`src/rtl/route_compute_pipelined_if.sv`:
```
// Flit-side bus of the per-input route computation unit.
//   flit_in    : one flit per input port, port i at [i*FLIT_W +: FLIT_W]
//   flit_valid : per-port flit qualifier
//   op_port    : 3-bit output port per input (N=0,E=1,S=2,W=3,L=4)
//   op_valid   : op_port applies to the flit accepted on the previous cycle
//   pkt_active : port is inside a routed packet
//   route_err  : pulse, head destination outside the mesh
//   proto_err  : pulse, packet framing violation
// master drives flits (buffers side), slave is the route unit.
interface route_compute_pipelined_if #(
  parameter int NUM_PORTS = 5,
  parameter int FLIT_W    = 8
);
  logic [NUM_PORTS*FLIT_W-1:0] flit_in;
  logic [NUM_PORTS-1:0]        flit_valid;
  logic [NUM_PORTS*3-1:0]      op_port;
  logic [NUM_PORTS-1:0]        op_valid;
  logic [NUM_PORTS-1:0]        pkt_active;
  logic [NUM_PORTS-1:0]        route_err;
  logic [NUM_PORTS-1:0]        proto_err;

  modport master (
    output flit_in, flit_valid,
    input  op_port, op_valid, pkt_active, route_err, proto_err
  );

  modport slave (
    input  flit_in, flit_valid,
    output op_port, op_valid, pkt_active, route_err, proto_err
  );
endinterface

```
`src/rtl/route_compute_pipelined.sv`:
```
// Per-input-port dimension-ordered route computation with one register stage.
// Each input has an independent IDLE/ACTIVE/DROP framing FSM: head flits pick
// the output port (XY or YX order), body/tail flits reuse it, unroutable
// packets are dropped until their tail.
//   clk : clock, rising edge
//   rst : synchronous, active-low reset
//   bus : route_compute_pipelined_if slave (flits in, route results out)
module route_compute_pipelined #(
  parameter int NUM_PORTS = 5,
  parameter int FLIT_W    = 8,
  parameter int COORD_W   = 3,
  parameter int MESH_X    = 4,
  parameter int MESH_Y    = 4,
  parameter int ROUTER_ID = 0,
  parameter int MODE_YX   = 0
) (
  input logic                   clk,
  input logic                   rst,
  route_compute_pipelined_if.slave bus
);

  localparam logic [1:0] TYPE_HEAD = 2'b00;
  localparam logic [1:0] TYPE_BODY = 2'b01;
  localparam logic [1:0] TYPE_TAIL = 2'b10;

  localparam logic [2:0] DIR_NORTH = 3'd0;
  localparam logic [2:0] DIR_EAST  = 3'd1;
  localparam logic [2:0] DIR_SOUTH = 3'd2;
  localparam logic [2:0] DIR_WEST  = 3'd3;
  localparam logic [2:0] DIR_LOCAL = 3'd4;

  localparam logic [COORD_W-1:0] MY_X   = COORD_W'(ROUTER_ID % MESH_X);
  localparam logic [COORD_W-1:0] MY_Y   = COORD_W'(ROUTER_ID / MESH_X);
  // One extra bit so a mesh dimension of 2**COORD_W still compares correctly.
  localparam logic [COORD_W:0]   LIM_X  = (COORD_W+1)'(MESH_X);
  localparam logic [COORD_W:0]   LIM_Y  = (COORD_W+1)'(MESH_Y);

  typedef enum logic [1:0] {
    IDLE   = 2'd0,
    ACTIVE = 2'd1,
    DROP   = 2'd2
  } state_t;

  state_t                 state_q [NUM_PORTS];
  state_t                 state_d [NUM_PORTS];
  logic [NUM_PORTS*3-1:0] port_q, port_d;
  logic [NUM_PORTS-1:0]   valid_q, valid_d;
  logic [NUM_PORTS-1:0]   active_q;
  logic [NUM_PORTS-1:0]   rerr_q, rerr_d;
  logic [NUM_PORTS-1:0]   perr_q, perr_d;
  logic [FLIT_W-1:0]      flit [NUM_PORTS];

  for (genvar g = 0; g < NUM_PORTS; g++) begin : g_slice
    assign flit[g] = bus.flit_in[g*FLIT_W +: FLIT_W];
  end

  function automatic logic [2:0] route_of(input logic [COORD_W-1:0] dx,
                                          input logic [COORD_W-1:0] dy);
    logic [2:0] xdir;
    logic [2:0] ydir;
    xdir = (dx > MY_X) ? DIR_EAST  : DIR_WEST;
    ydir = (dy > MY_Y) ? DIR_NORTH : DIR_SOUTH;
    if (MODE_YX == 0) begin
      if (dx != MY_X)      route_of = xdir;
      else if (dy != MY_Y) route_of = ydir;
      else                 route_of = DIR_LOCAL;
    end else begin
      if (dy != MY_Y)      route_of = ydir;
      else if (dx != MY_X) route_of = xdir;
      else                 route_of = DIR_LOCAL;
    end
  endfunction

  always_comb begin
    state_d = state_q;
    port_d  = port_q;
    valid_d = '0;
    rerr_d  = '0;
    perr_d  = '0;
    for (int unsigned i = 0; i < NUM_PORTS; i++) begin
      if (bus.flit_valid[i]) begin
        if (flit[i][1:0] == TYPE_HEAD) begin
          // A head restarts the port from any state; only ACTIVE flags it.
          if (state_q[i] == ACTIVE) perr_d[i] = 1'b1;
          if ({1'b0, flit[i][COORD_W+1:2]} < LIM_X &&
              {1'b0, flit[i][2*COORD_W+1:COORD_W+2]} < LIM_Y) begin
            port_d[i*3 +: 3] = route_of(flit[i][COORD_W+1:2],
                                        flit[i][2*COORD_W+1:COORD_W+2]);
            valid_d[i] = 1'b1;
            state_d[i] = ACTIVE;
          end else begin
            rerr_d[i]  = 1'b1;
            state_d[i] = DROP;
          end
        end else begin
          case (state_q[i])
            ACTIVE: begin
              if (flit[i][1:0] == TYPE_BODY) begin
                valid_d[i] = 1'b1;
              end else if (flit[i][1:0] == TYPE_TAIL) begin
                valid_d[i] = 1'b1;
                state_d[i] = IDLE;
              end else begin
                perr_d[i] = 1'b1;
              end
            end
            DROP: begin
              if (flit[i][1:0] == TYPE_TAIL)      state_d[i] = IDLE;
              else if (flit[i][1:0] != TYPE_BODY) perr_d[i]  = 1'b1;
            end
            default: perr_d[i] = 1'b1;
          endcase
        end
      end
    end
  end

  always_ff @(posedge clk) begin
    if (!rst) begin
      for (int unsigned i = 0; i < NUM_PORTS; i++) state_q[i] <= IDLE;
      port_q   <= '0;
      valid_q  <= '0;
      active_q <= '0;
      rerr_q   <= '0;
      perr_q   <= '0;
    end else begin
      for (int unsigned i = 0; i < NUM_PORTS; i++) begin
        state_q[i]  <= state_d[i];
        active_q[i] <= (state_d[i] == ACTIVE);
      end
      port_q  <= port_d;
      valid_q <= valid_d;
      rerr_q  <= rerr_d;
      perr_q  <= perr_d;
    end
  end

  assign bus.op_port    = port_q;
  assign bus.op_valid   = valid_q;
  assign bus.pkt_active = active_q;
  assign bus.route_err  = rerr_q;
  assign bus.proto_err  = perr_q;

endmodule
```
`src/flat_wrapper.sv`:
```
// flat-port wrapper written by rule: the top's interface ports become plain ports
module route_compute_pipelined_flat 
#(
  parameter int NUM_PORTS = 5,
  parameter int FLIT_W    = 8,
  parameter int COORD_W   = 3,
  parameter int MESH_X    = 4,
  parameter int MESH_Y    = 4,
  parameter int ROUTER_ID = 0,
  parameter int MODE_YX   = 0
)
  (clk, rst, bus_flit_in, bus_flit_valid, bus_op_port, bus_op_valid, bus_pkt_active, bus_route_err, bus_proto_err);
  route_compute_pipelined_if #(.NUM_PORTS(NUM_PORTS), .FLIT_W(FLIT_W)) bus_i ();
  input logic clk;
  input logic rst;
  input wire logic [$bits(bus_i.flit_in)-1:0] bus_flit_in;
  input wire logic [$bits(bus_i.flit_valid)-1:0] bus_flit_valid;
  output wire logic [$bits(bus_i.op_port)-1:0] bus_op_port;
  output wire logic [$bits(bus_i.op_valid)-1:0] bus_op_valid;
  output wire logic [$bits(bus_i.pkt_active)-1:0] bus_pkt_active;
  output wire logic [$bits(bus_i.route_err)-1:0] bus_route_err;
  output wire logic [$bits(bus_i.proto_err)-1:0] bus_proto_err;
  assign bus_i.flit_in = bus_flit_in;
  assign bus_i.flit_valid = bus_flit_valid;
  assign bus_op_port = bus_i.op_port;
  assign bus_op_valid = bus_i.op_valid;
  assign bus_pkt_active = bus_i.pkt_active;
  assign bus_route_err = bus_i.route_err;
  assign bus_proto_err = bus_i.proto_err;
  route_compute_pipelined #(.NUM_PORTS(NUM_PORTS), .FLIT_W(FLIT_W), .COORD_W(COORD_W), .MESH_X(MESH_X), .MESH_Y(MESH_Y), .ROUTER_ID(ROUTER_ID), .MODE_YX(MODE_YX)) u_core (.clk(clk), .rst(rst), .bus(bus_i));
endmodule
```
`config.mk`:
```
export PLATFORM = sky130hd
export DESIGN_NAME = route_compute_pipelined_flat
export DESIGN_NICKNAME = d
export VERILOG_FILES = /design/src/rtl/route_compute_pipelined_if.sv /design/src/rtl/route_compute_pipelined.sv /design/src/flat_wrapper.sv
export SDC_FILE = /design/constraint.sdc
export NUM_CORES = 1
export LEC_CHECK = 0
export CAP_MARGIN = 20
export CORE_UTILIZATION = 40
export CTS_BUF_LIST = sky130_fd_sc_hd__clkbuf_4 sky130_fd_sc_hd__clkbuf_8
export DETAILED_ROUTE_END_ITERATION = 10
export GPL_TIMING_DRIVEN = 0
export PLACE_DENSITY = 0.83
export SYNTH_ARGS = -nofsm -noshare
export SYNTH_HDL_FRONTEND = slang
export SYNTH_SLANG_ARGS = --single-unit
export TNS_END_PERCENT = 10
```
`constraint.sdc`:
```
create_clock -name clk -period 2 [get_ports clk]
set_input_delay 0.4 -clock clk [delete_from_list [all_inputs] [get_ports clk]]
set_output_delay 0.4 -clock clk [all_outputs]
set_load 0.005 [all_outputs]
```
==> results of run 1 <==
[power by group through the flow]
stage                     Combinational [W]  Clock (W)  Sequential [W]
final                              0.000367   0.000566        0.000839
after global routing               0.000410   0.000623        0.000842
after CTS                          0.000367   0.000588        0.000839
after detailed placement           0.000365          0        0.000857
after global placement             0.000355          0        0.000856
after floorplan                    0.000193          0        0.000857
[registers in the layout, summed over array words and instances, names as in the netlist]
signal and cells:
u_core.bus.op_port 10, u_core.bus.op_valid 5, u_core.bus.pkt_active 5, u_core.bus.proto_err 5, u_core.bus.route_err 5, u_core.state_q 10
[worst reg2reg max path: stages, from the launching register on]
cell	delay (ns)
dfxtp_1	0.36
inv_1	0.07
ha_1	0.34
nor3_1	0.23
a311oi_2	0.10
a21o_2	0.24
and2_1	0.15
[synthesized netlist by cell type, types with 3 or more instances]
master    number
a21o_2         3
a311oi_2       3
nor3_1        10
nor2_1        34
mux2i_1        3
a211oi_2       4
o211a_1        4
inv_1         25
a21boi_0       4
o21ai_0        7
nor4_1         7
and3_1         4
dfxtp_1       40
nor3b_1        5
nand2_1       20
nor2b_1        8
ha_1          25
and2_1         5
buf_4          5
nor3b_2        3
nand3b_1       4
a21oi_1       12
[layout make-up]
cell class / instances / area, µm²
multi-input combinational: 182 / 1260
sequential: 40 / 801
clock buffer: 7 / 96.3
tap: 70 / 87.6
buffer: 8 / 50.0
timing repair buffer: 75 / 751
inverter: 25 / 93.8
fill: 455 / 2040
[layer usage]
layer	GRT usage	up-vias
li1	-	1015
met1	0.199	917
met2	0.310	68
met3	0.0494	13
met4	0.0673	0
met5	0	-
[worst max path at each step]
stage                                                      to
after floorplan                  u_core.state_q[5]$_SDFF_PN0_
after global placement    u_core.bus.pkt_active[3]$_SDFF_PN0_
after detailed placement  u_core.bus.pkt_active[3]$_SDFF_PN0_
after CTS                 u_core.bus.pkt_active[3]$_SDFF_PN0_
after global routing      u_core.bus.pkt_active[4]$_SDFF_PN0_
final                     u_core.bus.pkt_active[3]$_SDFF_PN0_
[kinds of logic (layout without fill, tap and decap cells)]
| family | Yosys count | count (layout) | share of synthesized area |
|---|---|---|---|
| muxes | 3 | 3 | 0.0137 |
| buffers and inverters | 33 | 115 | 0.0658 |
| adders and majority gates | 25 | 25 | 0.143 |
| other | 1 | 5 | 0.00171 |
| DFF | 40 | 40 | 0.366 |
| AOI/OAI and AO/OA | 43 | 43 | 0.157 |
| and+or+nand+nor | 106 | 106 | 0.253 |
[metrics by stage]
step | power [W] | setup TNS, ns | setup slack (ns)
floorplan | 0.00105 | 0 | 0.540
global placement | 0.00121 | -0.00472 | -0.00472
detailed placement | 0.00122 | -0.0955 | -0.0575
CTS | 0.00179 | 0 | 0.257
global route | 0.00188 | 0 | 0.167
finish | 0.00177 | 0 | 0.248
==> metrics, run 1 <==
Design Area, Final=about 0.0031 mm²; clock transition at the registers of the reported paths=about 0.07 ns; num rows=26; first drt pass iteration count=4; Max IR drop VDD=approximately 0.3 mV; Hold Crit Depth=2; post-CTS setup buffers=0; highest routed metal layer=met4; clock share of power=0.319; die area=between 0.005 and 0.006 mm²; met3 WL=~280 µm; hold slack=between 0.4 and 0.5 ns; CP Data Required Time=2.18 ns; Detailed Route WL=approximately 4.6 mm; met2 wire length=roughly 2.3 mm; commonest cells after routing, fill and taps aside=clkdlybuf4s50_1 (75), dfxtp_1 (40), nor2_1 (34); H-tree Lvls=2; # port buffers=75; Area Overhead vs Synth=43.4%; Comb power frac=0.207; Leak=1.32 nW; Yosys warnings=0; Int Pwr=~0.0013 W; vias post-DR=between 2000 and 2500; GPL Wtd Cong=between 0.8 and 0.9; clk_lat worst skew=around 0.28 ns; flops & latches, synth=40; Cell Area, Placed=between 0.003 and 0.004 mm²; # setup viols final=0; commonest non-fill, non-tap cell in the layout=clkdlybuf4s50_1; R2R Setup Slk=~0.4 ns; commonest register cell after synthesis=dfxtp_1; die extent in x=about 76 µm; worst r2r dst=u_core.state_q[7]$_SDFF_PN0_; ratio of cells with drive above 1 in the final layout=0.0831; async set-reset flop share out of synthesis=0; CTS tree=built; WP depth=7; post-synth top area cell=dfxtp_1; RSZ-0062 raised after global routing=false; Worst path top cell family by delay=buffers and inverters; clock buffer depth=2; remaining antenna violation count after routing=0; sw power=0.000435 W; CP peak stage delay=between 0.4 and 0.5 ns; number of synthesized flops with an enable pin=0; Endpoint, Worst Hold=u_core.bus.op_port[14]$_SDFFE_PN0P_; largest net degree at the start of global routing=12; first-pass GRT wire length=between 8 and 9 mm; post-DR vias/cell=roughly 4.9; worst setup path category=primary input to register; Reg2Reg Launch Point=u_core.state_q[6]$_SDFF_PN0_; min-delay worst type=register to register; Pins Over Slew Limit=0; HP Start=u_core.bus.op_port[14]$_SDFFE_PN0P_; Total Nets Final=about 410; 1st-iter DRT viols=77; top cells by area, synth=dfxtp_1 (37%), ha_1 (14%), nor2_1 (5.8%); final std cells w/o fill=about 410; pwr dens=565 mW/mm²; IO Pins=82; gr usage total=0.175; Synth top area share=0.366; Initial Util=0.423; number of global-route vias before repair=approximately 2000; ant diodes=0; Slowest cell on crit path=clkdlybuf4s50_1; Post-CTS Resized=0; Max Cap Viol=0; routed len/inst=11.4 µm; sequential share of the synthesized area=0.366; period utilisation layout=0.876; initial antenna violation count=0; Worst Skew=approximately 0.0058 ns; grt ovf=0; Reg power frac=0.473; chip height=75.9 µm; crit path time final=around 1.8 ns; area of the mapped netlist=between 0.002 and 0.0025 mm²; status=finished, final reports clean; Inst Count DP=400; CTS root buf=clkbuf_8; R2R cell count=6; Num CTS Buffers=5; Residual DRC=0; critical path startpoint category=primary input; CTS sink cnt=40; Fmax=about 570 MHz; Final Util=0.606; Worst Path Arrival=1.93 ns; cts hold-fix bufs=0; Hold Vio Cnt, Final=0; WP buf/inv=2; crit path launch=bus_flit_in[24]; Yosys cell types=33; WL met1=about 2 mm; crit path max fanout=2; switching power share of the total=0.246; Detailed Place HPWL=~3.6 mm; core area=roughly 0.0052 mm²; cell count after synthesis=between 200 and 300; crit-path cells=clkdlybuf4s50_1 -> inv_1 -> ha_1 -> nand2b_4 -> a221oi_2 -> a21oi_1 -> and3b_1; CP Capture Type=register; Avg Cell Area, Syn=just under 9 µm²
Power figures use the tool's default switching activity.
==> run 2: changes to the inputs <==
--- a/config.mk
+++ b/config.mk
@@ -9,6 +9,7 @@
 export CORE_UTILIZATION = 40
 export CTS_BUF_LIST = sky130_fd_sc_hd__clkbuf_4 sky130_fd_sc_hd__clkbuf_8
 export DETAILED_ROUTE_END_ITERATION = 10
+export GPL_ROUTABILITY_DRIVEN = 0
 export GPL_TIMING_DRIVEN = 0
 export PLACE_DENSITY = 0.83
 export SYNTH_ARGS = -nofsm -noshare
==> results of run 2 <==
Same layout as run 1: the final DEF is identical, and so are final timing and power.
